`config.mk`:
```
export PLATFORM = sky130hd
export DESIGN_NAME = alarm_sequencer_flat
export DESIGN_NICKNAME = d
export VERILOG_FILES = /design/src/rtl/alarm_pkg.sv /design/src/rtl/alarm_sequencer_if.sv /design/src/rtl/alarm_sequencer_sec_countdown.sv /design/src/rtl/alarm_sequencer.sv /design/src/flat_wrapper.sv
export SDC_FILE = /design/constraint.sdc
export NUM_CORES = 1
export LEC_CHECK = 0
export BUFFER_PORTS_ARGS = -buffer_cell sky130_fd_sc_hd__buf_2
export CAP_MARGIN = 20
export CORE_AREA = 5 5 73 75
export DETAILED_ROUTE_END_ITERATION = 12
export DIE_AREA = 0 0 78 80
export PLACE_DENSITY = 0.79
export RECOVER_POWER = 100
export SLEW_MARGIN = 20
export SYNTH_ARGS = -nofsm -noshare
export SYNTH_HDL_FRONTEND = slang
export SYNTH_SLANG_ARGS = --single-unit
export TNS_END_PERCENT = 100
```
`constraint.sdc`:
```
create_clock -name CLK_50 -period 2.3 [get_ports CLK_50]
set_input_delay 0.115 -clock CLK_50 [delete_from_list [all_inputs] [get_ports CLK_50]]
set_output_delay 0.115 -clock CLK_50 [all_outputs]
set_load 0.01 [all_outputs]
```
`src/rtl/alarm_pkg.sv`:
```
// alarm_pkg
//   Shared definitions for the alarm sequencer:
//   - state_t: FSM states (IDLE, CHIME, ALARM, SNOOZE) with fixed debug encoding
//   - TONE_*: tone-select codes for the sound generator
//   - CHIME_MINUTE / CHIME_SECOND: time of the hourly chime (xx:59:59)
//   - CNT_W / SNZ_W: widths of the seconds countdown and the snooze counter
package alarm_pkg;

  typedef enum logic [1:0] {
    IDLE   = 2'd0,
    CHIME  = 2'd1,
    ALARM  = 2'd2,
    SNOOZE = 2'd3
  } state_t;

  localparam logic [1:0] TONE_OFF   = 2'd0;
  localparam logic [1:0] TONE_CHIME = 2'd1;
  localparam logic [1:0] TONE_ALARM = 2'd2;

  localparam logic [5:0] CHIME_MINUTE = 6'd59;
  localparam logic [5:0] CHIME_SECOND = 6'd59;

  localparam int CNT_W = 10;
  localparam int SNZ_W = 3;

endpackage

```
`src/rtl/alarm_sequencer_if.sv`:
```
// alarm_sequencer_if
//   Bundles the time inputs, alarm settings, user pulses and sound-generator
//   outputs of the alarm sequencer.
//   master: the surrounding clock logic (drives time/settings/pulses).
//   slave : the alarm sequencer (drives sound_en, tone_sel, LEDAlarm,
//           snooze_pend, state_o).
interface alarm_sequencer_if;

  logic       tick_1hz;
  logic [5:0] hour;
  logic [5:0] minute;
  logic [5:0] second;
  logic [5:0] hour_set;
  logic [5:0] minute_set;
  logic [5:0] second_set;
  logic       alarm_set;
  logic       alarm_arm;
  logic       chime_en;
  logic       stop;
  logic       snooze;
  logic       sound_en;
  logic [1:0] tone_sel;
  logic       LEDAlarm;
  logic       snooze_pend;
  logic [1:0] state_o;

  modport master (
    output tick_1hz, hour, minute, second, hour_set, minute_set, second_set,
           alarm_set, alarm_arm, chime_en, stop, snooze,
    input  sound_en, tone_sel, LEDAlarm, snooze_pend, state_o
  );

  modport slave (
    input  tick_1hz, hour, minute, second, hour_set, minute_set, second_set,
           alarm_set, alarm_arm, chime_en, stop, snooze,
    output sound_en, tone_sel, LEDAlarm, snooze_pend, state_o
  );

endinterface

```
`src/rtl/alarm_sequencer_sec_countdown.sv`:
```
// sec_countdown
//   Loadable 10-bit seconds down-counter shared by the chime, alarm and
//   snooze durations.
//   Ports: clk, rst (async, active-high); tick (1 Hz strobe enables a
//   decrement); load/load_val (synchronous load, wins over tick);
//   expire (combinational pulse: counter is at 1 on a tick).
module sec_countdown
  import alarm_pkg::*;
(
  input  logic             clk,
  input  logic             rst,
  input  logic             tick,
  input  logic             load,
  input  logic [CNT_W-1:0] load_val,
  output logic             expire
);

  logic [CNT_W-1:0] cnt_q;
  logic [CNT_W-1:0] cnt_d;

  // Holds at zero rather than wrapping once the duration has run out.
  always_comb begin
    cnt_d = cnt_q;
    if (load) begin
      cnt_d = load_val;
    end else if (tick && (cnt_q != '0)) begin
      cnt_d = cnt_q - 1'b1;
    end
  end

  always_ff @(posedge clk or posedge rst) begin
    if (rst) begin
      cnt_q <= '0;
    end else begin
      cnt_q <= cnt_d;
    end
  end

  assign expire = tick && (cnt_q == CNT_W'(1));

endmodule

```
`src/rtl/alarm_sequencer.sv`:
```
// alarm_sequencer
//   Arbitrates the shared alarm sound/LED between the user alarm and the
//   hourly chime, times each ringing episode in seconds and handles
//   stop/snooze.
//   Ports: CLK_50 (50 MHz), rst (async, active-high), bus (slave modport):
//   time and alarm-time inputs, alarm_set/alarm_arm/chime_en levels,
//   stop/snooze pulses, tick_1hz strobe; outputs sound_en, tone_sel,
//   LEDAlarm, snooze_pend, state_o decoded from the registered state.
module alarm_sequencer
  import alarm_pkg::*;
#(
  parameter int ALARM_SEC  = 30,
  parameter int CHIME_SEC  = 3,
  parameter int SNOOZE_SEC = 300,
  parameter int MAX_SNOOZE = 3
) (
  input  logic               CLK_50,
  input  logic               rst,
  alarm_sequencer_if.slave   bus
);

  localparam logic [CNT_W-1:0] ALARM_LOAD  = CNT_W'(ALARM_SEC);
  localparam logic [CNT_W-1:0] CHIME_LOAD  = CNT_W'(CHIME_SEC);
  localparam logic [CNT_W-1:0] SNOOZE_LOAD = CNT_W'(SNOOZE_SEC);
  localparam logic [SNZ_W-1:0] MAX_SNZ     = SNZ_W'(MAX_SNOOZE);

  state_t           state_q, state_d;
  logic [SNZ_W-1:0] snooze_cnt_q, snooze_cnt_d;
  logic [5:0]       alarm_hour_q, alarm_hour_d;
  logic [5:0]       alarm_minute_q, alarm_minute_d;
  logic [5:0]       alarm_second_q, alarm_second_d;

  logic             cnt_load;
  logic [CNT_W-1:0] cnt_load_val;
  logic             expire;
  logic             alarm_match;
  logic             chime_match;

  always_comb begin
    alarm_hour_d   = alarm_hour_q;
    alarm_minute_d = alarm_minute_q;
    alarm_second_d = alarm_second_q;
    if (bus.alarm_set) begin
      alarm_hour_d   = bus.hour_set;
      alarm_minute_d = bus.minute_set;
      alarm_second_d = bus.second_set;
    end
  end

  assign alarm_match = bus.tick_1hz && bus.alarm_arm && !bus.alarm_set &&
                       (bus.hour == alarm_hour_q) &&
                       (bus.minute == alarm_minute_q) &&
                       (bus.second == alarm_second_q);

  assign chime_match = bus.tick_1hz && bus.chime_en &&
                       (bus.minute == CHIME_MINUTE) &&
                       (bus.second == CHIME_SECOND);

  // Every return to IDLE also loads zero so the countdown is parked and
  // cannot raise a stray expire later.
  always_comb begin
    state_d      = state_q;
    snooze_cnt_d = snooze_cnt_q;
    cnt_load     = 1'b0;
    cnt_load_val = '0;
    if (bus.alarm_set) begin
      state_d      = IDLE;
      snooze_cnt_d = '0;
      cnt_load     = 1'b1;
    end else begin
      case (state_q)
        IDLE: begin
          if (alarm_match) begin
            state_d      = ALARM;
            snooze_cnt_d = '0;
            cnt_load     = 1'b1;
            cnt_load_val = ALARM_LOAD;
          end else if (chime_match) begin
            state_d      = CHIME;
            cnt_load     = 1'b1;
            cnt_load_val = CHIME_LOAD;
          end
        end
        CHIME: begin
          if (bus.stop || (!alarm_match && expire)) begin
            state_d      = IDLE;
            snooze_cnt_d = '0;
            cnt_load     = 1'b1;
          end else if (alarm_match) begin
            state_d      = ALARM;
            snooze_cnt_d = '0;
            cnt_load     = 1'b1;
            cnt_load_val = ALARM_LOAD;
          end
        end
        ALARM: begin
          if (bus.snooze && !bus.stop && (snooze_cnt_q < MAX_SNZ)) begin
            state_d      = SNOOZE;
            snooze_cnt_d = snooze_cnt_q + 1'b1;
            cnt_load     = 1'b1;
            cnt_load_val = SNOOZE_LOAD;
          end else if (bus.stop || bus.snooze || expire) begin
            // A snooze with no snoozes left behaves like stop.
            state_d      = IDLE;
            snooze_cnt_d = '0;
            cnt_load     = 1'b1;
          end
        end
        SNOOZE: begin
          if (bus.stop) begin
            state_d      = IDLE;
            snooze_cnt_d = '0;
            cnt_load     = 1'b1;
          end else if (expire) begin
            state_d      = ALARM;
            cnt_load     = 1'b1;
            cnt_load_val = ALARM_LOAD;
          end
        end
      endcase
    end
  end

  always_ff @(posedge CLK_50 or posedge rst) begin
    if (rst) begin
      state_q        <= IDLE;
      snooze_cnt_q   <= '0;
      alarm_hour_q   <= '0;
      alarm_minute_q <= '0;
      alarm_second_q <= '0;
    end else begin
      state_q        <= state_d;
      snooze_cnt_q   <= snooze_cnt_d;
      alarm_hour_q   <= alarm_hour_d;
      alarm_minute_q <= alarm_minute_d;
      alarm_second_q <= alarm_second_d;
    end
  end

  sec_countdown u_countdown (
    .clk      (CLK_50),
    .rst      (rst),
    .tick     (bus.tick_1hz),
    .load     (cnt_load),
    .load_val (cnt_load_val),
    .expire   (expire)
  );

  assign bus.sound_en    = (state_q == CHIME) || (state_q == ALARM);
  assign bus.tone_sel    = (state_q == CHIME) ? TONE_CHIME :
                           (state_q == ALARM) ? TONE_ALARM : TONE_OFF;
  assign bus.LEDAlarm    = bus.sound_en;
  assign bus.snooze_pend = (state_q == SNOOZE);
  assign bus.state_o     = state_q;

endmodule

```
`src/flat_wrapper.sv`:
```
// flat-port wrapper written by rule: the top's interface ports become plain ports
module alarm_sequencer_flat import alarm_pkg::*;
#(
  parameter int ALARM_SEC  = 30,
  parameter int CHIME_SEC  = 3,
  parameter int SNOOZE_SEC = 300,
  parameter int MAX_SNOOZE = 3
)
  (CLK_50, rst, bus_tick_1hz, bus_hour, bus_minute, bus_second, bus_hour_set, bus_minute_set, bus_second_set, bus_alarm_set, bus_alarm_arm, bus_chime_en, bus_stop, bus_snooze, bus_sound_en, bus_tone_sel, bus_LEDAlarm, bus_snooze_pend, bus_state_o);
  alarm_sequencer_if bus_i ();
  input  logic CLK_50;
  input  logic rst;
  input wire logic [$bits(bus_i.tick_1hz)-1:0] bus_tick_1hz;
  input wire logic [$bits(bus_i.hour)-1:0] bus_hour;
  input wire logic [$bits(bus_i.minute)-1:0] bus_minute;
  input wire logic [$bits(bus_i.second)-1:0] bus_second;
  input wire logic [$bits(bus_i.hour_set)-1:0] bus_hour_set;
  input wire logic [$bits(bus_i.minute_set)-1:0] bus_minute_set;
  input wire logic [$bits(bus_i.second_set)-1:0] bus_second_set;
  input wire logic [$bits(bus_i.alarm_set)-1:0] bus_alarm_set;
  input wire logic [$bits(bus_i.alarm_arm)-1:0] bus_alarm_arm;
  input wire logic [$bits(bus_i.chime_en)-1:0] bus_chime_en;
  input wire logic [$bits(bus_i.stop)-1:0] bus_stop;
  input wire logic [$bits(bus_i.snooze)-1:0] bus_snooze;
  output wire logic [$bits(bus_i.sound_en)-1:0] bus_sound_en;
  output wire logic [$bits(bus_i.tone_sel)-1:0] bus_tone_sel;
  output wire logic [$bits(bus_i.LEDAlarm)-1:0] bus_LEDAlarm;
  output wire logic [$bits(bus_i.snooze_pend)-1:0] bus_snooze_pend;
  output wire logic [$bits(bus_i.state_o)-1:0] bus_state_o;
  assign bus_i.tick_1hz = bus_tick_1hz;
  assign bus_i.hour = bus_hour;
  assign bus_i.minute = bus_minute;
  assign bus_i.second = bus_second;
  assign bus_i.hour_set = bus_hour_set;
  assign bus_i.minute_set = bus_minute_set;
  assign bus_i.second_set = bus_second_set;
  assign bus_i.alarm_set = bus_alarm_set;
  assign bus_i.alarm_arm = bus_alarm_arm;
  assign bus_i.chime_en = bus_chime_en;
  assign bus_i.stop = bus_stop;
  assign bus_i.snooze = bus_snooze;
  assign bus_sound_en = bus_i.sound_en;
  assign bus_tone_sel = bus_i.tone_sel;
  assign bus_LEDAlarm = bus_i.LEDAlarm;
  assign bus_snooze_pend = bus_i.snooze_pend;
  assign bus_state_o = bus_i.state_o;
  alarm_sequencer #(.ALARM_SEC(ALARM_SEC), .CHIME_SEC(CHIME_SEC), .SNOOZE_SEC(SNOOZE_SEC), .MAX_SNOOZE(MAX_SNOOZE)) u_core (.CLK_50(CLK_50), .rst(rst), .bus(bus_i));
endmodule
```
After elaboration in Yosys (flattened, before gate mapping)
Index checks and enable logic that the tools add are counted.
{"block": "word_totals", "register_bits": 33, "output_inout_bits": 7, "wordCells": 88}
{"block": "op_classes", "addsub": 2, "order_cmp": 1, "n_eq_ne": 14, "muxes": 40, "n_reduce_logical": 25}
{"cell": "10-bit two-way mux", "n": 6}
{"cell": "10-bit one-hot mux with 4 select lines", "n": 1}
{"cell": "2-bit two-way mux", "n": 12}
{"cell": "6-bit == test", "n": 3}
{"cell": "3-bit two-way mux", "n": 6}
{"cell": "1-bit logical AND", "n": 13}
{"cell": "6-bit == test (second input constant)", "n": 2}
{"cell": "4-bit by 2-bit != test with 1-bit output (second input constant)", "n": 3}
{"cell": "3-bit one-hot mux with 4 select lines", "n": 1}
{"cell": "10-bit by 1-bit == test with 1-bit output (second input constant)", "n": 1}
{"cell": "5-bit two-way mux", "n": 2}
{"cell": "10-bit nonzero test", "n": 1}
{"cell": "10-bit by 1-bit subtractor with 10-bit output (second input constant)", "n": 1}
{"cell": "1-bit two-way mux", "n": 9}
{"cell": "9-bit two-way mux", "n": 1}
{"cell": "2-bit one-hot mux with 4 select lines", "n": 1}
{"cell": "2-bit == test (second input constant)", "n": 2}
{"cell": "1-bit logical OR", "n": 4}
{"cell": "4-bit by 3-bit != test with 1-bit output (second input constant)", "n": 1}
{"cell": "1-bit one-hot mux with 4 select lines", "n": 1}
{"cell": "4-bit AND reduction", "n": 1}
{"cell": "3-bit by 1-bit adder with 3-bit output (second input constant)", "n": 1}
{"cell": "1-bit zero test", "n": 3}
{"cell": "3-bit by 2-bit less-than comparator with 1-bit output (second input constant)", "n": 1}
{"cell": "other kinds (5)", "n": 5}

Longest topological paths before layout
Gate-level depths: netlist of the first run.
{"block": "logic_depth", "ltp_word": 12, "depth_mapped": 9, "depth_no_buf": 8}

By module
From an unflattened synthesis of the first run, not the netlist that was laid out.
{"block": "unflattened", "cells_unflattened": 218, "area_unflattened_um2": 2163.3}
{"module": "alarm_sequencer", "n_inst": 1, "cells_per_inst": 149, "area_per_inst_um2": 1519.0, "seq_area_each_um2": 575.6}
{"module": "sec_countdown", "n_inst": 1, "cells_per_inst": 69, "area_per_inst_um2": 644.4, "seq_area_each_um2": 250.2}

Least setup slack after synthesis of the first run
Ideal clock, no wire load.
{"block": "synth_timing", "kind": "reg2reg", "from": "register u_core.u_countdown.cnt_q[7]", "to": "register u_core.u_countdown.cnt_q[1]", "arrival_time_ns": 2.154, "slack_ns": 0.021, "stages_incl_launch_ff": 7, "synth_period_minus_slack_ns": 2.279, "path_cell_list": "dfrtp_1 > or4_4 > or3_4 > o2111ai_1 > and2_1 > buf_4 > mux2_2"}
{"block": "synth_between", "elab_chain_len": 8, "elab_cells_between_ends": 21, "classes_between": "eq/ne (1); mux (13); reduce/logical (7)"}
{"item": "from (decl)", "line_no": "alarm_sequencer_sec_countdown.sv:18", "rtl": "logic [CNT_W-1:0] cnt_q;"}
{"item": "from (signal assigned)", "line_no": "alarm_sequencer_sec_countdown.sv:35", "rtl": "cnt_q <= cnt_d;"}
{"item": "10-bit by 1-bit == test with 1-bit output", "line_no": "alarm_sequencer_sec_countdown.sv:39", "rtl": "assign expire = tick && (cnt_q == CNT_W'(1));"}
{"item": "1-bit logical AND", "line_no": "alarm_sequencer_sec_countdown.sv:39"}
{"item": "1-bit logical OR / 1-bit logical AND (equally long branches)", "line_no": "alarm_sequencer.sv:102, alarm_sequencer.sv:85"}
{"item": "1-bit two-way mux / 1-bit logical OR (equally long branches)", "line_no": "alarm_sequencer.sv:102, alarm_sequencer.sv:85"}
{"item": "1-bit two-way mux, or another cell as far along", "line_no": "alarm_sequencer.sv:97", "rtl": "if (bus.snooze && !bus.stop && (snooze_cnt_q < MAX_SNZ)) begin"}
{"item": "1-bit one-hot mux with 4 select lines / 10-bit one-hot mux with 4 select lines (equally long branches)", "line_no": "alarm_sequencer.sv:71", "rtl": "case (state_q)"}
{"item": "1-bit two-way mux / 10-bit two-way mux (equally long branches)", "line_no": "alarm_sequencer.sv:66", "rtl": "if (bus.alarm_set) begin"}
{"item": "10-bit two-way mux / 2-bit nonzero test (equally long branches)"}
Several ways; a longest one is shown, not always the timed one.
A chain may end at the register's enable or synchronous reset.

Worst setup path after layout of the first run
{"block": "layout_timing", "from": "register u_core.u_countdown.cnt_q[3]", "to": "register u_core.state_q[1], in the netlist u_core.bus.state_o[1]"}
{"block": "layout_between", "elab_chain_len": 7, "elab_cells_between_ends": 12, "classes_between": "eq/ne (4); mux (3); reduce/logical (5)"}
{"item": "10-bit by 1-bit == test with 1-bit output *", "line_no": "alarm_sequencer_sec_countdown.sv:39"}
{"item": "1-bit logical AND *", "line_no": "alarm_sequencer_sec_countdown.sv:39"}
{"item": "1-bit logical AND", "line_no": "alarm_sequencer.sv:85", "rtl": "if (bus.stop || (!alarm_match && expire)) begin"}
{"item": "1-bit logical OR", "line_no": "alarm_sequencer.sv:85"}
{"item": "2-bit two-way mux", "line_no": "alarm_sequencer.sv:85"}
{"item": "2-bit one-hot mux with 4 select lines", "line_no": "alarm_sequencer.sv:71"}
{"item": "2-bit two-way mux", "line_no": "alarm_sequencer.sv:66"}
{"item": "to (signal assigned)", "line_no": "alarm_sequencer.sv:132", "rtl": "state_q <= state_d;"}
{"item": "to (decl)", "line_no": "alarm_sequencer.sv:27", "rtl": "state_t state_q, state_d;"}
Mark *: on every way between the ends. The rest lies on a longest branch, timed or not.

==> results of run 1 <==
==> cell usage after synthesis, types with 3 or more instances <==
library cell	number
inv_1	10
ha_1	9
xor2_1	4
nand3_1	8
nand4b_1	3
nand4_1	5
nand2_1	14
nor3_1	4
or4_4	3
xnor2_1	21
nor2b_1	4
nor2_1	13
a21oi_1	6
mux2_2	20
clkbuf_1	3
or3_1	4
dfrtp_1	33
==> worst max-delay path by stage <==
stage,from,to,depth (start not counted)
6_report,u_core.u_countdown.cnt_q[3],u_core.bus.state_o[1],6
5_1_grt,u_core.u_countdown.cnt_q[3],u_core.bus.state_o[1],6
4_1_cts,u_core.u_countdown.cnt_q[3],u_core.bus.state_o[1],6
3_5_place_dp,u_core.u_countdown.cnt_q[3],u_core.bus.state_o[1],6
3_3_place_gp,u_core.u_countdown.cnt_q[3],u_core.u_countdown.cnt_q[1],6
2_1_floorplan,u_core.u_countdown.cnt_q[7],u_core.u_countdown.cnt_q[1],6
==> sequential cells by signal, summed over array words and instances, names as in the netlist <==
name / cells
u_core.u_countdown.cnt_q: 10
u_core.snooze_cnt_q: 3
u_core.alarm_second_q: 6
u_core.alarm_hour_q: 6
u_core.bus.state_o: 2
u_core.alarm_minute_q: 6
==> power groups by stage <==
| stage | clock network, mW | logic (mW) | registers (mW) |
|---|---|---|---|
| 3_3_place_gp | 0 | 0.476 | 0.715 |
| 4_1_cts | 0.570 | 0.492 | 0.708 |
| 5_1_grt | 0.600 | 0.558 | 0.718 |
| 2_1_floorplan | 0 | 0.339 | 0.710 |
| 6_report | 0.557 | 0.498 | 0.707 |
| 3_5_place_dp | 0 | 0.486 | 0.719 |
==> layer usage <==
metal | up-vias | global-route usage | part of all wire
met4 | 0 | 0.04054 | 0.0099
met1 | 845 | 0.2086 | 0.43
li1 | 892 | - | -
met2 | 74 | 0.2671 | 0.47
met3 | 5 | 0.04515 | 0.086
met5 | - | 0 | 0
==> kinds of logic (layout without fill, tap and decap cells) <==
logic type      Yosys count  in the layout  share of synthesized area
simple gates             72             72                     0.1908
flops                    33             33                     0.3887
compound gates           31             31                     0.1148
xor+xnor                 25             25                     0.1031
mux                      22             22                     0.1154
buf+inv                  17             87                    0.03415
fa+ha+maj                 9              9                    0.05300
==> worst register-to-register path, delay by kind of cell (launching register included) <==
kind	cells	cell delay [ns]
simple gates	1	0.58
compound gates	5	1.18
flops	1	0.42
==> final cells by class <==
type / count / area [um2] / share of cell area
Sequential cell: 33 / 825.8 / 0.3106
Tap cell: 54 / 67.56 / 0.02541
Multi-Input combinational cell: 159 / 1235 / 0.4645
Clock inverter: 3 / 46.29 / 0.01741
Inverter: 10 / 37.54 / 0.01412
Timing Repair Buffer: 69 / 377.9 / 0.1421
Clock buffer: 5 / 68.82 / 0.02588
==> timing repair <==
item | in CTS | in global routing
endpoints found under the setup margin | 0 | 4
gates resized for setup | 0 | 4
setup buffers | 0 | 2
hold buffers | 1 | 0
hold endpoints to repair | 33 | 0
==> results.json, run 1 <==
{
  "synth.avg_cell_area_um2": 10.17,
  "final_util": 0.5782,
  "synth_edf_count": 0,
  "p_int_mw": 1.235,
  "pwr-share-comb": 0.283,
  "synth_fp_nets": 262,
  "relSlewSlack": 0.4405,
  "worst_slack_ns": 0.04350,
  "crit_type": "register to register",
  "gp_congestion": 0.8514,
  "power_frac_clock": 0.316,
  "fin_crit_sh": 0.9811,
  "p_seq_frac": 0.401,
  "core_area_um2": 4598,
  "whs_path_depth": 2,
  "cts_root_buffer": "clkbuf_8",
  "hold_viol": 0,
  "synth_top_area_frac": 0.3887,
  "worstPathArrival_ns": 2.46,
  "clk_latency_ns": 0.28,
  "die_x_um": 78,
  "grt_use_total": 0.1618,
  "drv_cap": 0,
  "area_growth_pct": 25.15,
  "diodes": 0,
  "seq_area_frac_synth": 0.3887,
  "max_freq_ghz": 0.4432,
  "crit_fanout": 5,
  "grt_pass1_wl_mm": 8.266,
  "synth_top_cell_by_area": "dfrtp_1",
  "io_buffer_count": 50,
  "dr_total_vias": 1816,
  "ys_top_cells_by_area": "dfrtp_1, mux2_2, xnor2_1",
  "reg2reg_to": "u_core.bus.state_o[1]",
  "via_per_inst": 5.453,
  "path_cells": "or4_4 > o311a_1 > a21o_1 > a2111oi_2 > a21oi_1 > a31oi_1",
  "p_leak_nw": 1.180,
  "r2r_cells": 6,
  "drive_above_1_share": 0.3584,
  "die_h_um": 80,
  "final_common_cell": "buf_2",
  "wire_per_inst_um": 14.54,
  "place_hpwl_mm": 3.769,
  "initial_core_util": 0.4620,
  "grt_antenna_before_repair": 0,
  "synth_seq_cells": 33,
  "clockBufferDepth": 2,
  "drt_pass1_iterations": 4,
  "die_area_um2": 6240,
  "status": "finished, final reports clean",
  "drc_errors": 0,
  "hp-class": "input pin to register",
  "ant_nets": 0,
  "whs_ns": 0.05670,
  "grt_pass1_vias": 1819,
  "end_kind": "register",
  "cellPowerDensity_nw_per_um2": 662.6,
  "cpPeakStageDelay_ns": 0.58,
  "placed_cell_area_um2": 2527,
  "path_clk_slew_ns": 0.07,
  "cts_tree": "built",
  "reg2reg_from": "u_core.u_countdown.cnt_q[3]",
  "cts.sinks": 33,
  "crit_required_ns": 2.50,
  "synth_cell_types": 51,
  "mostFrequentLayoutCells": "buf_2, dfrtp_1, xnor2_1, mux2_2, buf_4",
  "grt_max_degree": 34,
  "finalMaxSlewViolations": 0,
  "htreeDepth": 2,
  "min_from": "bus_second_set[1]",
  "wl_mm": 4.842,
  "final_cell_count_no_fill": 333,
  "power.switching_mw": 0.5263,
  "holdPathEnd": "u_core.alarm_second_q[1]",
  "numCtsBuffers": 5,
  "finalPower_mw": 1.762,
  "syn_inst": 209,
  "rows": 25,
  "finalClockSkew_ns": 0.004399,
  "design_area_um2": 2659,
  "detail_route.iter0.violations": 91,
  "io_pins": 51,
  "post-place-cells": 322,
  "setup_violations": 0,
  "cp_slowest_cell": "or4_4",
  "period_minus_slack_ns": 2.257,
  "ys_warn_count": 0,
  "crit_family": "compound AO/OA/AOI/OAI gates",
  "r2r_setup_slack_ns": 0.04,
  "critPathBufInv": 0,
  "async_flop_share": 1.000,
  "nets": 331,
  "fill_cells": 382,
  "dp_slack_ns": 0.03505,
  "peakVddDrop_mv": 0.5118,
  "synth_area_um2": 2125,
  "gr-total-overflow": 0,
  "critPathLaunchType": "register",
  "worstMarginPinSlew_ns": 0.8393,
  "fin_tns_setup_ns": 0,
  "p_sw_frac": 0.2987,
  "ys.flop_type": "dfrtp_1"
}
Power figures use the tool's default switching activity.
==> inputs of run 2 (changes only) <==
CELL_PAD_IN_SITES_DETAIL_PLACEMENT = 0   (was default)
CELL_PAD_IN_SITES_GLOBAL_PLACEMENT = 1   (was default)
CORE_AREA = 5 5 82 84   (was 5 5 73 75)
DIE_AREA = 0 0 87 89   (was 0 0 78 80)
HOLD_SLACK_MARGIN = 0.02   (was default)
PLACE_DENSITY = 0.8   (was 0.79)
==> results.json, run 2 (synthesis gave the netlist of run 1 again) <==
{
  "p_seq_frac": 0.432,
  "cp_slowest_cell": "or4_4",
  "mostFrequentLayoutCells": "buf_2, dfrtp_1, xnor2_1, mux2_2, buf_4",
  "finalMaxSlewViolations": 0,
  "seqCellArea_um2": 825.8,
  "setup_violations": 0,
  "gr-total-overflow": 0,
  "final_common_cell": "buf_2",
  "cpPeakStageDelay_ns": 0.57,
  "wl_met3_um": 394,
  "hold_viol": 0,
  "worstMarginPinSlew_ns": 0.8631,
  "area_growth_pct": 26.62,
  "p_leak_nw": 1.181,
  "io_pins": 51,
  "route.met2.wl_mm": 2.393,
  "reg2reg_from": "u_core.u_countdown.cnt_q[5]",
  "core_area_um2": 5851,
  "hp-class": "input pin to register",
  "drc_errors": 0,
  "placed_cell_area_um2": 2554,
  "peakVddDrop_mv": 0.3678,
  "htreeDepth": 2,
  "drt_pass1_iterations": 4,
  "crit_type": "register to register",
  "drv_cap": 0,
  "grt_antenna_before_repair": 0,
  "fill_cells": 576,
  "cts_root_buffer": "clkbuf_8",
  "max_freq_ghz": 0.4506,
  "cts_tree": "built",
  "grt_use_total": 0.1433,
  "wire_per_inst_um": 14.62,
  "whs_ns": 0.06269,
  "critPathLaunchType": "register",
  "rows": 28,
  "clockBufferDepth": 2,
  "die_area_um2": 7743,
  "cellPowerDensity_nw_per_um2": 610.5,
  "finalClockSkew_ns": 0.006886,
  "regMostFlops": "u_core.u_countdown.cnt_q",
  "fin_tns_setup_ns": 0,
  "period_minus_slack_ns": 2.219,
  "io_buffer_count": 50,
  "status": "finished, final reports clean",
  "via_per_inst": 5.121,
  "relSlewSlack": 0.4246,
  "multi_input_area_um2": 1270,
  "path_cells": "or4_4 > or3_4 > o211a_4 > or4_1 > a31oi_1",
  "grt_pass1_wl_mm": 8.735,
  "reg2reg_to": "u_core.bus.state_o[0]",
  "clk_latency_ns": 0.28,
  "wl_mm": 5.175,
  "pwr-share-comb": 0.309,
  "place_hpwl_mm": 4.019,
  "detail_route.iter0.violations": 95,
  "dr_total_vias": 1813,
  "die_h_um": 89,
  "p_sw_frac": 0.3130,
  "worstPathArrival_ns": 2.42,
  "whs_path_depth": 2,
  "power.switching_mw": 0.5141,
  "gp_congestion": 0.8205,
  "r2r_setup_slack_ns": 0.08,
  "crit_fanout": 6,
  "grt_pass1_vias": 1876,
  "diodes": 0,
  "min_from": "bus_second_set[1]",
  "p_int_mw": 1.128,
  "end_kind": "register",
  "ant_nets": 0,
  "wl_met1_mm": 2.358,
  "die_x_um": 87,
  "cts.sinks": 33,
  "grt_max_degree": 34,
  "path_clk_slew_ns": 0.07,
  "r2r_cells": 5,
  "design_area_um2": 2690,
  "numCtsBuffers": 5,
  "fin_crit_sh": 0.9648,
  "initial_core_util": 0.3631,
  "nets": 331,
  "crit_required_ns": 2.51,
  "highest_layer": "met4",
  "power_frac_clock": 0.259,
  "drive_above_1_share": 0.3620,
  "holdPathEnd": "u_core.alarm_second_q[1]",
  "largest_register_ffs": 10
}
==> run 2: layout make-up <==
type,instances,area share
flip-flops and latches,33,0.3070
multi-input cells,159,0.4721
inverters,10,0.01395
clock buffers,6,0.02698
clock inverters,2,0.003721
repair buffers,69,0.1414
well taps,75,0.03488
==> run 2: metrics by stage <==
step                setup slack, ns  power [mW]    util  cells
CTS                        0.009425       1.645  0.4525    352
detailed placement          0.01057       1.207  0.4365    343
finish                      0.08085       1.642  0.4598    354
floorplan                   0.02102       1.049       -    209
global route              -0.004780       1.760  0.4598    354
global placement            0.09682       1.200  0.4365    343
==> run 2: worst max-delay path: cells and delay by family, from the launching register on <==
family	cells	cell delay, ns
and+or+nand+nor	3	1.41
DFF	1	0.39
AOI/OAI and AO/OA	2	0.35
==> run 2: what timing repair did <==
action	CTS	global route
hold buffers	1	0
resized for setup	1	7
hold endpoints to repair	33	0
buffers inserted	0	2
setup endpoints to repair	1	7
pin swaps	0	2
==> run 2: layer usage <==
layer  vias up  GRT usage
met5         -          0
met4         0    0.03824
li1        894          -
met2        55     0.2353
met1       862     0.1823
met3         2    0.04608
==> run 2: worst max-delay path by stage <==
stage,startpoint,slack (ns),depth (start not counted),to
floorplan,u_core.u_countdown.cnt_q[7],0.02,6,u_core.u_countdown.cnt_q[1]
global placement,u_core.u_countdown.cnt_q[3],0.1,5,u_core.u_countdown.cnt_q[1]
detailed placement,u_core.u_countdown.cnt_q[3],0.01,6,u_core.bus.state_o[1]
CTS,u_core.u_countdown.cnt_q[3],0.009,6,u_core.u_countdown.cnt_q[3]
global route,u_core.u_countdown.cnt_q[5],-0.005,5,u_core.bus.state_o[0]
finish,u_core.u_countdown.cnt_q[5],0.08,5,u_core.bus.state_o[0]
==> run 2: power by group through the flow <==
stage               clock network, mW  registers (mW)  logic (mW)
floorplan                           0           0.710       0.339
global placement                    0           0.718       0.482
detailed placement                  0           0.722       0.486
CTS                             0.444           0.711       0.491
global route                    0.468           0.718       0.574
finish                          0.426           0.709       0.508
==> inputs of run 3 (changes only) <==
CTS_BUF_LIST = sky130_fd_sc_hd__clkbuf_16   (was default)
==> results.json, run 3 (synthesis gave the netlist of run 1 again) <==
{
  "wl_mm": 5.195,
  "setup_violations": 0,
  "finalClockSkew_ns": 0.006631,
  "finalPower_mw": 1.840,
  "drc_errors": 0,
  "r2r_cells": 5,
  "drv_cap": 0,
  "p_leak_nw": 1.193,
  "cellPowerDensity_nw_per_um2": 675.3,
  "mostFrequentLayoutCells": "buf_2, dfrtp_1, xnor2_1, mux2_2",
  "fin_crit_sh": 0.9653,
  "clockBufferDepth": 2,
  "htreeDepth": 2,
  "grt_pass1_wl_mm": 8.742,
  "reg2reg_to": "u_core.bus.state_o[0]",
  "holdPathEnd": "u_core.alarm_second_q[1]",
  "die_h_um": 89,
  "critPathBufInv": 0,
  "whs_path_depth": 2,
  "period_minus_slack_ns": 2.220,
  "via_per_inst": 5.156,
  "die_x_um": 87,
  "cts_tree": "built",
  "path_clk_slew_ns": 0.06,
  "grt_max_degree": 34,
  "numCtsBuffers": 5,
  "seqCellArea_um2": 825.8,
  "grt_pass1_vias": 1875,
  "initial_core_util": 0.3631,
  "grt_use_total": 0.1429,
  "cts_root_buffer": "clkbuf_16",
  "place_hpwl_mm": 4.019,
  "gp_congestion": 0.8205,
  "diodes": 0,
  "crit_family": "simple AND/OR/NAND/NOR gates",
  "regMostFlops": "u_core.u_countdown.cnt_q",
  "critPathLaunchType": "register",
  "gr-total-overflow": 0,
  "end_kind": "register",
  "fin_tns_setup_ns": 0,
  "hp-class": "input pin to register",
  "clk_latency_ns": 0.28,
  "r2r_setup_slack_ns": 0.08,
  "cts.sinks": 33,
  "ant_nets": 0,
  "min_from": "bus_second_set[1]",
  "worstMarginPinSlew_ns": 0.8600,
  "worst_slack_ns": 0.07976,
  "dr_total_vias": 1820,
  "status": "finished, final reports clean",
  "detail_route.iter0.violations": 89,
  "cpPeakStageDelay_ns": 0.56,
  "area_growth_pct": 28.21,
  "max_freq_ghz": 0.4504,
  "drt_pass1_iterations": 4,
  "die_area_um2": 7743,
  "cp_slowest_cell": "or4_4",
  "final_common_cell": "buf_2",
  "reg2reg_from": "u_core.u_countdown.cnt_q[5]",
  "drive_above_1_share": 0.3525,
  "nets": 330,
  "rows": 28,
  "peakVddDrop_mv": 0.3954,
  "crit_required_ns": 2.50,
  "dp_slack_ns": 0.01057,
  "fill_cells": 573,
  "wire_per_inst_um": 14.72,
  "crit_fanout": 6,
  "largest_register_ffs": 10,
  "core_area_um2": 5851,
  "worstPathArrival_ns": 2.42,
  "final_util": 0.4656,
  "multi_input_area_um2": 1259,
  "io_pins": 51,
  "crit_type": "register to register",
  "hold_viol": 0,
  "relSlewSlack": 0.4266,
  "finalMaxSlewViolations": 0,
  "grt_antenna_before_repair": 0,
  "io_buffer_count": 50,
  "cp.depth": 5,
  "path_cells": "or4_4 > or3_4 > o211a_4 > or4_1 > a31oi_1"
}
==> run 3: changes by cell type in the layout (fill, tap and decap cells not counted) <==
cell / previous run / this run
o311a_1: 0 / 1
buf_4: 16 / 14
clkbuf_16: 0 / 5
clkbuf_8: 5 / 0
inv_1: 10 / 11
o311a_4: 1 / 0
==> run 3: where the power goes <==
part	total, mW	leakage (nW)	switching [mW]	internal (mW)
Combinational	0.488	0.706	0.233	0.255
Sequential	0.712	0.413	0.0597	0.652
Clock	0.640	0.0748	0.247	0.393
Total	1.84	1.19	0.540	1.30
==> run 3: final cells by class <==
cell class | count | share of cell area
multi-input cells | 159 | 0.4621
flip-flops and latches | 33 | 0.3032
repair buffers | 68 | 0.1355
clock buffers | 5 | 0.04593
well taps | 75 | 0.03445
inverters | 10 | 0.01378
clock inverters | 3 | 0.005053
==> run 3: metal layers <==
| layer | wire length [um] | vias to the layer above | track usage |
|---|---|---|---|
| met1 | 2342 | 860 | 0.1829 |
| met2 | 2384 | 64 | 0.2353 |
| met4 | 38 | 0 | 0.03824 |
| met3 | 430 | 4 | 0.04332 |
| met5 | 0 | - | 0 |
| li1 | - | 892 | - |
==> run 3: through the flow <==
stage	hold slack, ns	std cells	instance area, um2
final	0.06585	353	2724
after global routing	0.06593	353	2724
after CTS	0.06490	352	2704
after detailed placement	0.2443	343	2554
after global placement	0.2371	343	2554
after floorplan	0.2439	209	2125
==> run 3: worst max path at each step <==
stage                                           start                           to
after floorplan           u_core.u_countdown.cnt_q[7]  u_core.u_countdown.cnt_q[1]
final                     u_core.u_countdown.cnt_q[5]        u_core.bus.state_o[0]
after CTS                 u_core.u_countdown.cnt_q[3]  u_core.u_countdown.cnt_q[3]
after detailed placement  u_core.u_countdown.cnt_q[3]        u_core.bus.state_o[1]
after global routing      u_core.u_countdown.cnt_q[5]        u_core.bus.state_o[0]
after global placement    u_core.u_countdown.cnt_q[3]  u_core.u_countdown.cnt_q[1]
==> run 3: timing repair <==
| action | CTS | global route |
|---|---|---|
| hold endpoints to repair | 33 | 0 |
| resized for setup | 1 | 7 |
| setup endpoints to repair | 1 | 7 |
| hold buffers | 1 | 0 |
| pin swaps | 0 | 3 |
| setup buffers | 0 | 1 |
==> run 3: worst reg2reg max path, delay by kind of cell, from the launching register on <==
family             cells  cell delay, ns
DFF                    1            0.39
and+or+nand+nor        3            1.39
AOI/OAI and AO/OA      2            0.35
